## src/rtl/iq_accum_serializer.sv

```systemverilog
// Per-channel I/Q frame integrator feeding a valid/ready word serializer; optional header word via IQ_ACCUM_HEADER_EN.
// First word 1 cycle after the final sample; words hold under backpressure, frames completing mid-burst are dropped and flagged.
module iq_accum_serializer #(
  parameter int N_CH  = 4,
  parameter int IN_W  = 32,
  parameter int LEN_W = 16,
  parameter int ACC_W = 48,
  localparam int CH_W = (N_CH > 1) ? $clog2(N_CH) : 1
) (
  input  logic                   dev_clk,
  input  logic                   dev_rst,
  input  logic [LEN_W-1:0]       length,
  input  logic                   resync,
  input  logic                   valid_in,
  input  logic [N_CH*2*IN_W-1:0] data_in,
  output logic [2*ACC_W-1:0]     out_data,
  output logic [CH_W-1:0]        out_ch,
  output logic                   out_last,
  output logic                   out_header,
  output logic                   out_valid,
  input  logic                   out_ready,
  output logic                   busy,
  output logic                   overrun,
  input  logic                   overrun_clr
);

  localparam logic [LEN_W-1:0] ONE = LEN_W'(1);

  typedef enum logic {IDLE, SEND} state_t;
  state_t state;

  logic [ACC_W-1:0] acc_i  [N_CH];
  logic [ACC_W-1:0] acc_q  [N_CH];
  logic [ACC_W-1:0] sum_i  [N_CH];
  logic [ACC_W-1:0] sum_q  [N_CH];
  logic [ACC_W-1:0] snap_i [N_CH];
  logic [ACC_W-1:0] snap_q [N_CH];

  logic [LEN_W-1:0] cnt, len_lat, len_eff;
  logic             frame_done, hs, final_hs, accept, drop;
  logic [CH_W-1:0]  nxt_ch;

`ifdef IQ_ACCUM_HEADER_EN
  logic [31:0] frame_cnt;
`else
  assign out_header = 1'b0;
`endif

  assign len_eff    = (length == '0) ? ONE : length;
  assign frame_done = valid_in && !resync && (cnt == len_lat - ONE);
  assign hs         = out_valid && out_ready;
  assign final_hs   = hs && out_last;
  // A frame closing on the final-word handshake chains straight into the next burst.
  assign accept     = frame_done && ((state == IDLE) || final_hs);
  assign drop       = frame_done && !accept;
  assign busy       = (state == SEND);
  assign nxt_ch     = out_header ? '0 : out_ch + 1'b1;

  always_comb begin
    for (int c = 0; c < N_CH; c++) begin
      sum_i[c] = acc_i[c] + {{(ACC_W-IN_W){data_in[(2*c+1)*IN_W-1]}}, data_in[2*c*IN_W +: IN_W]};
      sum_q[c] = acc_q[c] + {{(ACC_W-IN_W){data_in[(2*c+2)*IN_W-1]}}, data_in[(2*c+1)*IN_W +: IN_W]};
    end
  end

  always_ff @(posedge dev_clk) begin
    if (dev_rst || resync || (valid_in && frame_done)) begin
      for (int c = 0; c < N_CH; c++) begin
        acc_i[c] <= '0;
        acc_q[c] <= '0;
      end
      cnt     <= '0;
      len_lat <= len_eff;
    end else if (valid_in) begin
      for (int c = 0; c < N_CH; c++) begin
        acc_i[c] <= sum_i[c];
        acc_q[c] <= sum_q[c];
      end
      cnt <= cnt + ONE;
    end
  end

  always_ff @(posedge dev_clk) begin
    if (dev_rst) begin
      state     <= IDLE;
      out_valid <= 1'b0;
      out_last  <= 1'b0;
      out_ch    <= '0;
      out_data  <= '0;
      overrun   <= 1'b0;
      for (int c = 0; c < N_CH; c++) begin
        snap_i[c] <= '0;
        snap_q[c] <= '0;
      end
`ifdef IQ_ACCUM_HEADER_EN
      out_header <= 1'b0;
      frame_cnt  <= '0;
`endif
    end else begin
      if (drop)
        overrun <= 1'b1;
      else if (overrun_clr)
        overrun <= 1'b0;

      if (accept) begin
        state     <= SEND;
        out_valid <= 1'b1;
        out_ch    <= '0;
        for (int c = 0; c < N_CH; c++) begin
          snap_i[c] <= sum_i[c];
          snap_q[c] <= sum_q[c];
        end
`ifdef IQ_ACCUM_HEADER_EN
        out_header <= 1'b1;
        out_last   <= 1'b0;
        out_data   <= {{(2*ACC_W-32){1'b0}}, frame_cnt};
        frame_cnt  <= frame_cnt + 32'd1;
`else
        // First word bypasses the snapshot, which only lands on this same edge.
        out_last   <= (N_CH == 1);
        out_data   <= {sum_q[0], sum_i[0]};
`endif
      end else if (hs) begin
        if (out_last) begin
          state     <= IDLE;
          out_valid <= 1'b0;
          out_last  <= 1'b0;
        end else begin
          out_ch   <= nxt_ch;
          out_last <= (nxt_ch == CH_W'(N_CH - 1));
          out_data <= {snap_q[nxt_ch], snap_i[nxt_ch]};
`ifdef IQ_ACCUM_HEADER_EN
          out_header <= 1'b0;
`endif
        end
      end
    end
  end

endmodule
```

## config.mk

```make
export PLATFORM = sky130hd
export DESIGN_NAME = iq_accum_serializer
export DESIGN_NICKNAME = d
export VERILOG_FILES = /design/src/rtl/iq_accum_serializer.sv
export SDC_FILE = /design/constraint.sdc
export NUM_CORES = 2
export LEC_CHECK = 0
export CORE_MARGIN = 4
export CORE_UTILIZATION = 45
export DETAILED_ROUTE_END_ITERATION = 6
export GPL_ROUTABILITY_DRIVEN = 0
export GPL_TIMING_DRIVEN = 0
export PLACE_DENSITY_LB_ADDON = 0.3
export SYNTH_ARGS = -nofsm -noshare
export SYNTH_HDL_FRONTEND = slang
export SYNTH_SLANG_ARGS = --single-unit
```

## constraint.sdc

```tcl
create_clock -name dev_clk -period 12.35 [get_ports dev_clk]
set_input_delay 2.47 -clock dev_clk [delete_from_list [all_inputs] [get_ports dev_clk]]
set_output_delay 2.47 -clock dev_clk [all_outputs]
set_load 0.05 [all_outputs]
```

* Word-level counts from Yosys, hierarchy flattened
Memories as Yosys holds them, arrays and structs flattened. Index checks and enable logic that the tools add are counted.
Cells by class: add/sub/neg operators 11, multipliers 0, divide/modulo/power cells 0, order comparisons 0, eq/ne operators 3, shift-type cells 0, multiplexer cells 35, bitwise operators 18, reduce and logical (&&, ||, !) cells 20
Operators with widths (count):
- $mux W48 | 16
- $add A48 B48 Y48 | 8
- $mux W96 | 3
- $add A16 B1 Y16 const B | 1
- $eq A16 B16 Y1 | 1
- $logic_not A16 Y1 | 1
- $mux W1 | 16
- $or A1 B1 Y1 | 16
- $sub A16 B1 Y16 const B | 1
- $logic_and A1 B1 Y1 | 7
- $reduce_and A2 Y1 | 3
- $reduce_bool A2 Y1 | 3
- $logic_or A1 B1 Y1 | 3
- $add A2 B1 Y2 const B | 1
- $eq A2 B2 Y1 const B | 1
- $logic_not A1 Y1 | 2
- $ne A2 B1 Y1 const B | 1
- $not A1 Y1 | 2
- $reduce_or A2 Y1 | 1
Storage, ports and cells: bits in registers 133, bits in latches 0, memory bits (writable) 768, ROM bits 0, input port bits 278, output and inout port bits 103, memories 4
Memory list:
- acc_i | depth 4, width 48, rd ports 4, clocked after Yosys merged registers in 0, wr ports 4, RTL line 32 | logic [ACC_W-1:0] acc_i [N_CH];
- acc_q | depth 4, width 48, rd ports 4, clocked after Yosys merged registers in 0, wr ports 4, RTL line 33 | logic [ACC_W-1:0] acc_q [N_CH];
- snap_i | depth 4, width 48, rd ports 1, clocked after Yosys merged registers in 0, wr ports 4, RTL line 36 | logic [ACC_W-1:0] snap_i [N_CH];
- snap_q | depth 4, width 48, rd ports 1, clocked after Yosys merged registers in 0, wr ports 4, RTL line 37 | logic [ACC_W-1:0] snap_q [N_CH];

* Longest topological paths before layout
depth after elaboration 8, depth in mapped cells 17, mapped depth without buffers 14

* Worst setup path before layout
No wires, ideal clock.
path type input -> register, from in valid_in, to mem snap_i[0][0] (enable), arrival 8.765 ns, required time 11.769 ns, path slack 3.004 ns, stages on the path 10, cell sequence clkbuf_1 > nand4b_1 > nor2_1 > o2111ai_1 > or4_4 > nor4_4 > nand2_1 > buf_2 > nand2b_1 > buf_2
RTL lines:
- start: declaration | RTL line 14 | input logic valid_in,
- end: declaration | RTL line 36

==> flow_summary.json <==
{
  "required_ns": 12.79,
  "finalMaxSlewViolations": 0,
  "synth_cell_types": 80,
  "finalSetupViolations": 0,
  "drcViolationCount": 0,
  "cts-root-buf": "clkbuf_16",
  "syn_area_per_cell_um2": 10.3,
  "ys_warn_count": 0,
  "hold_path_depth": 2,
  "rows": 127,
  "dp.cells": 7299,
  "cts_tree": "done",
  "final.min_clock_period_ns": 6.81,
  "fin_nets": 6455,
  "critical-path-slowest-cell": "o21ai_0",
  "hold_class": "flip-flop to flip-flop",
  "track_usage_pct": 27.0,
  "whs_ns": 0.517,
  "numCtsBuffers": 100,
  "slew_headroom_pct": 11.5,
  "cp.arrival_ns": 7.25,
  "post_cts_buffers": 0,
  "path_cells": "clkdlybuf4s50_1, ha_1, a211o_1, o211ai_1, a31o_2, o31ai_1, o21ai_0, o21ai_0, a31oi_1, o41ai_1, a31oi_1, xor2_1, nor2_1",
  "final.fill_count": 10500,
  "drive_above_1_share_pct": 6.89,
  "cts_sinks": 901,
  "path_class": "primary input to flip-flop",
  "synth_nets": 5963,
  "path_max_fanout": 4,
  "rsz0062_at_grt": "no",
  "crit_path_end_kind": "flip-flop",
  "overflow": 0,
  "worstSetupStartpointType": "primary input",
  "htree_levels": 3,
  "grt_pass1_vias": 42300,
  "finalHoldViolCount": 0,
  "antenna_found_initial": 7,
  "final_cell_area_um2": 64300,
  "synth_seq_area_share_pct": 47.4,
  "worstPathBufferInverterCount": 1,
  "max_freq_ghz": 0.147,
  "max_cap_violations": 0,
  "wl_per_cell_um": 23.6,
  "die_area_um2": 127000,
  "num_vias": 44300,
  "insertion_delay_ns": 0.74,
  "ff2ff_path_depth": 15,
  "period_share_pct": 55.1,
  "finalPower_uw": 8400,
  "crit_cells": 13,
  "grt_max_degree": 95,
  "stdcell_count": 7491,
  "cts_hold_buffers": 0,
  "synth-seq-cells": 901,
  "initialDrtViolationCount": 4995,
  "die_y_um": 356,
  "power_density_nw_per_um2": 131,
  "async_reset_ff_share_pct": 0,
  "initial_core_util_pct": 45.4,
  "dpl-instance-area_um2": 60700,
  "postRouteAntennaNets": 0,
  "firstDrtPassIters": 6,
  "synth-main-ff-cell": "edfxtp_1",
  "synthCells": 5298,
  "critPathMaxStageDelay_ns": 0.85,
  "viasPerCell": 5.91,
  "worst_pin_slew_ns": 1.33,
  "drt_wl_total_mm": 176,
  "clockBufferDepth": 3,
  "io_buffers": 378,
  "synth_enable_flop_cells": 784,
  "cts_resized": 0,
  "dp_hpwl_mm": 135,
  "area_growth_syn_to_layout_pct": 17.8,
  "skew_ns": 0.0708,
  "grt_pass1_wl_mm": 260,
  "leakage_uw": 0.0254,
  "vdd_drop_max_mv": 0.111,
  "clkSlewWorstSetupHoldPaths_ns": 0.06,
  "die_width_um": 356,
  "critPathTopFamily": "compound AO/OA/AOI/OAI gates",
  "run_status": "completed",
  "coreArea_um2": 120000,
  "io_pins": 381,
  "synth_area_um2": 54600
}
## cell families after synthesis
group                      share of synthesized area, %
AOI/OAI and AO/OA                                  15.0
DFF                                                47.4
buffers and inverters                              2.83
other                                           0.00687
and+or+nand+nor                                    14.9
muxes                                              4.44
adders and majority gates                          8.99
xor gates and xnor gates                           6.37
## flip-flops by register name, indices dropped and copies added, names as in the netlist
name / flops
acc_i: 192
acc_q: 192
busy: 1
cnt: 16
len_lat: 16
out_ch: 2
out_data: 96
out_last: 1
overrun: 1
snap_i: 192
snap_q: 192
## synth_stat cells, types with 109 or more instances
master,count,share of area (%)
a21o_1,187,2.6
a21oi_1,398,3.7
and3_1,109,1.2
clkbuf_1,159,1.1
dfxtp_1,117,4.3
edfxtp_1,784,43
ha_1,379,8.7
nand2_1,388,2.7
nor2_1,944,6.5
o21ai_0,229,2.1
xnor2_1,195,3.1
xor2_1,202,3.2
## worst min-delay path, stage by stage, from the launching register on
cell and delay [ns]:
dfxtp_1 0.34, nand2_1 0.07, a21oi_1 0.06
## final timing paths
kind | start | to | slack (ns)
setup / recovery | data_in[193] | acc_i[3][45] | 5.54
hold / removal | out_data[63] | out_data[63] | 0.52
setup reg to reg | len_lat[0] | snap_i[0][24] | 6.26
hold reg to reg | out_data[63] | out_data[63] | 0.52
## layout by cell type, fill, tap and decap left out, types with 97 or more instances in the layout
master and n:
clkbuf_16 100, clkdlybuf4s50_1 378, a21o_1 187, edfxtp_1 784
a211oi_1 97, xnor2_1 195, and3_1 109, a21oi_1 398
dfxtp_1 117, clkbuf_1 186, o21ai_0 229, xor2_1 202
nand2_1 388, nor2_1 944, ha_1 379
## metrics by stage
step | util (%) | setup slack (ns) | setup TNS (ns)
after global placement | 50.2 | -0.515 | -312.05
final | 53.5 | 5.54 | 0
after floorplan | - | 3.00 | 0
after global routing | 53.5 | 5.51 | 0
after CTS | 53.5 | 5.66 | 0
after detailed placement | 50.5 | 4.96 | 0
## cell type report
class | instances | area [um^2] | area share [%]
multi-input combinational | 4039 | 27100 | 42.2
inverter | 91 | 342 | 0.532
sequential | 901 | 25900 | 40.3
buffer | 267 | 1210 | 1.89
timing repair buffer | 390 | 4100 | 6.38
tap | 1612 | 2020 | 3.14
antenna | 1 | 2.50 | 0.00389
clock inverter | 50 | 793 | 1.23
clock buffer | 140 | 2780 | 4.33
## where the power goes
group / switching [uW] / internal, uW / total [uW]
registers: 60.2 / 3460 / 3520
clock network: 1350 / 1890 / 3240
logic: 1030 / 609 / 1640
total: 2440 / 5960 / 8400
## per-layer routing
metal  wire length (um)  GRT usage (%)  vias up  share of wire (%)
met5                 25              0        -              0.014
met3              17600           6.36      311                 10
met4               7800           10.7        4                4.4
met2              80100           43.1     1994                 45
met1              70900           35.7    21500                 40
li1                   -              -    20500                  -
No activity file was read; power rests on OpenSTA's default activity.
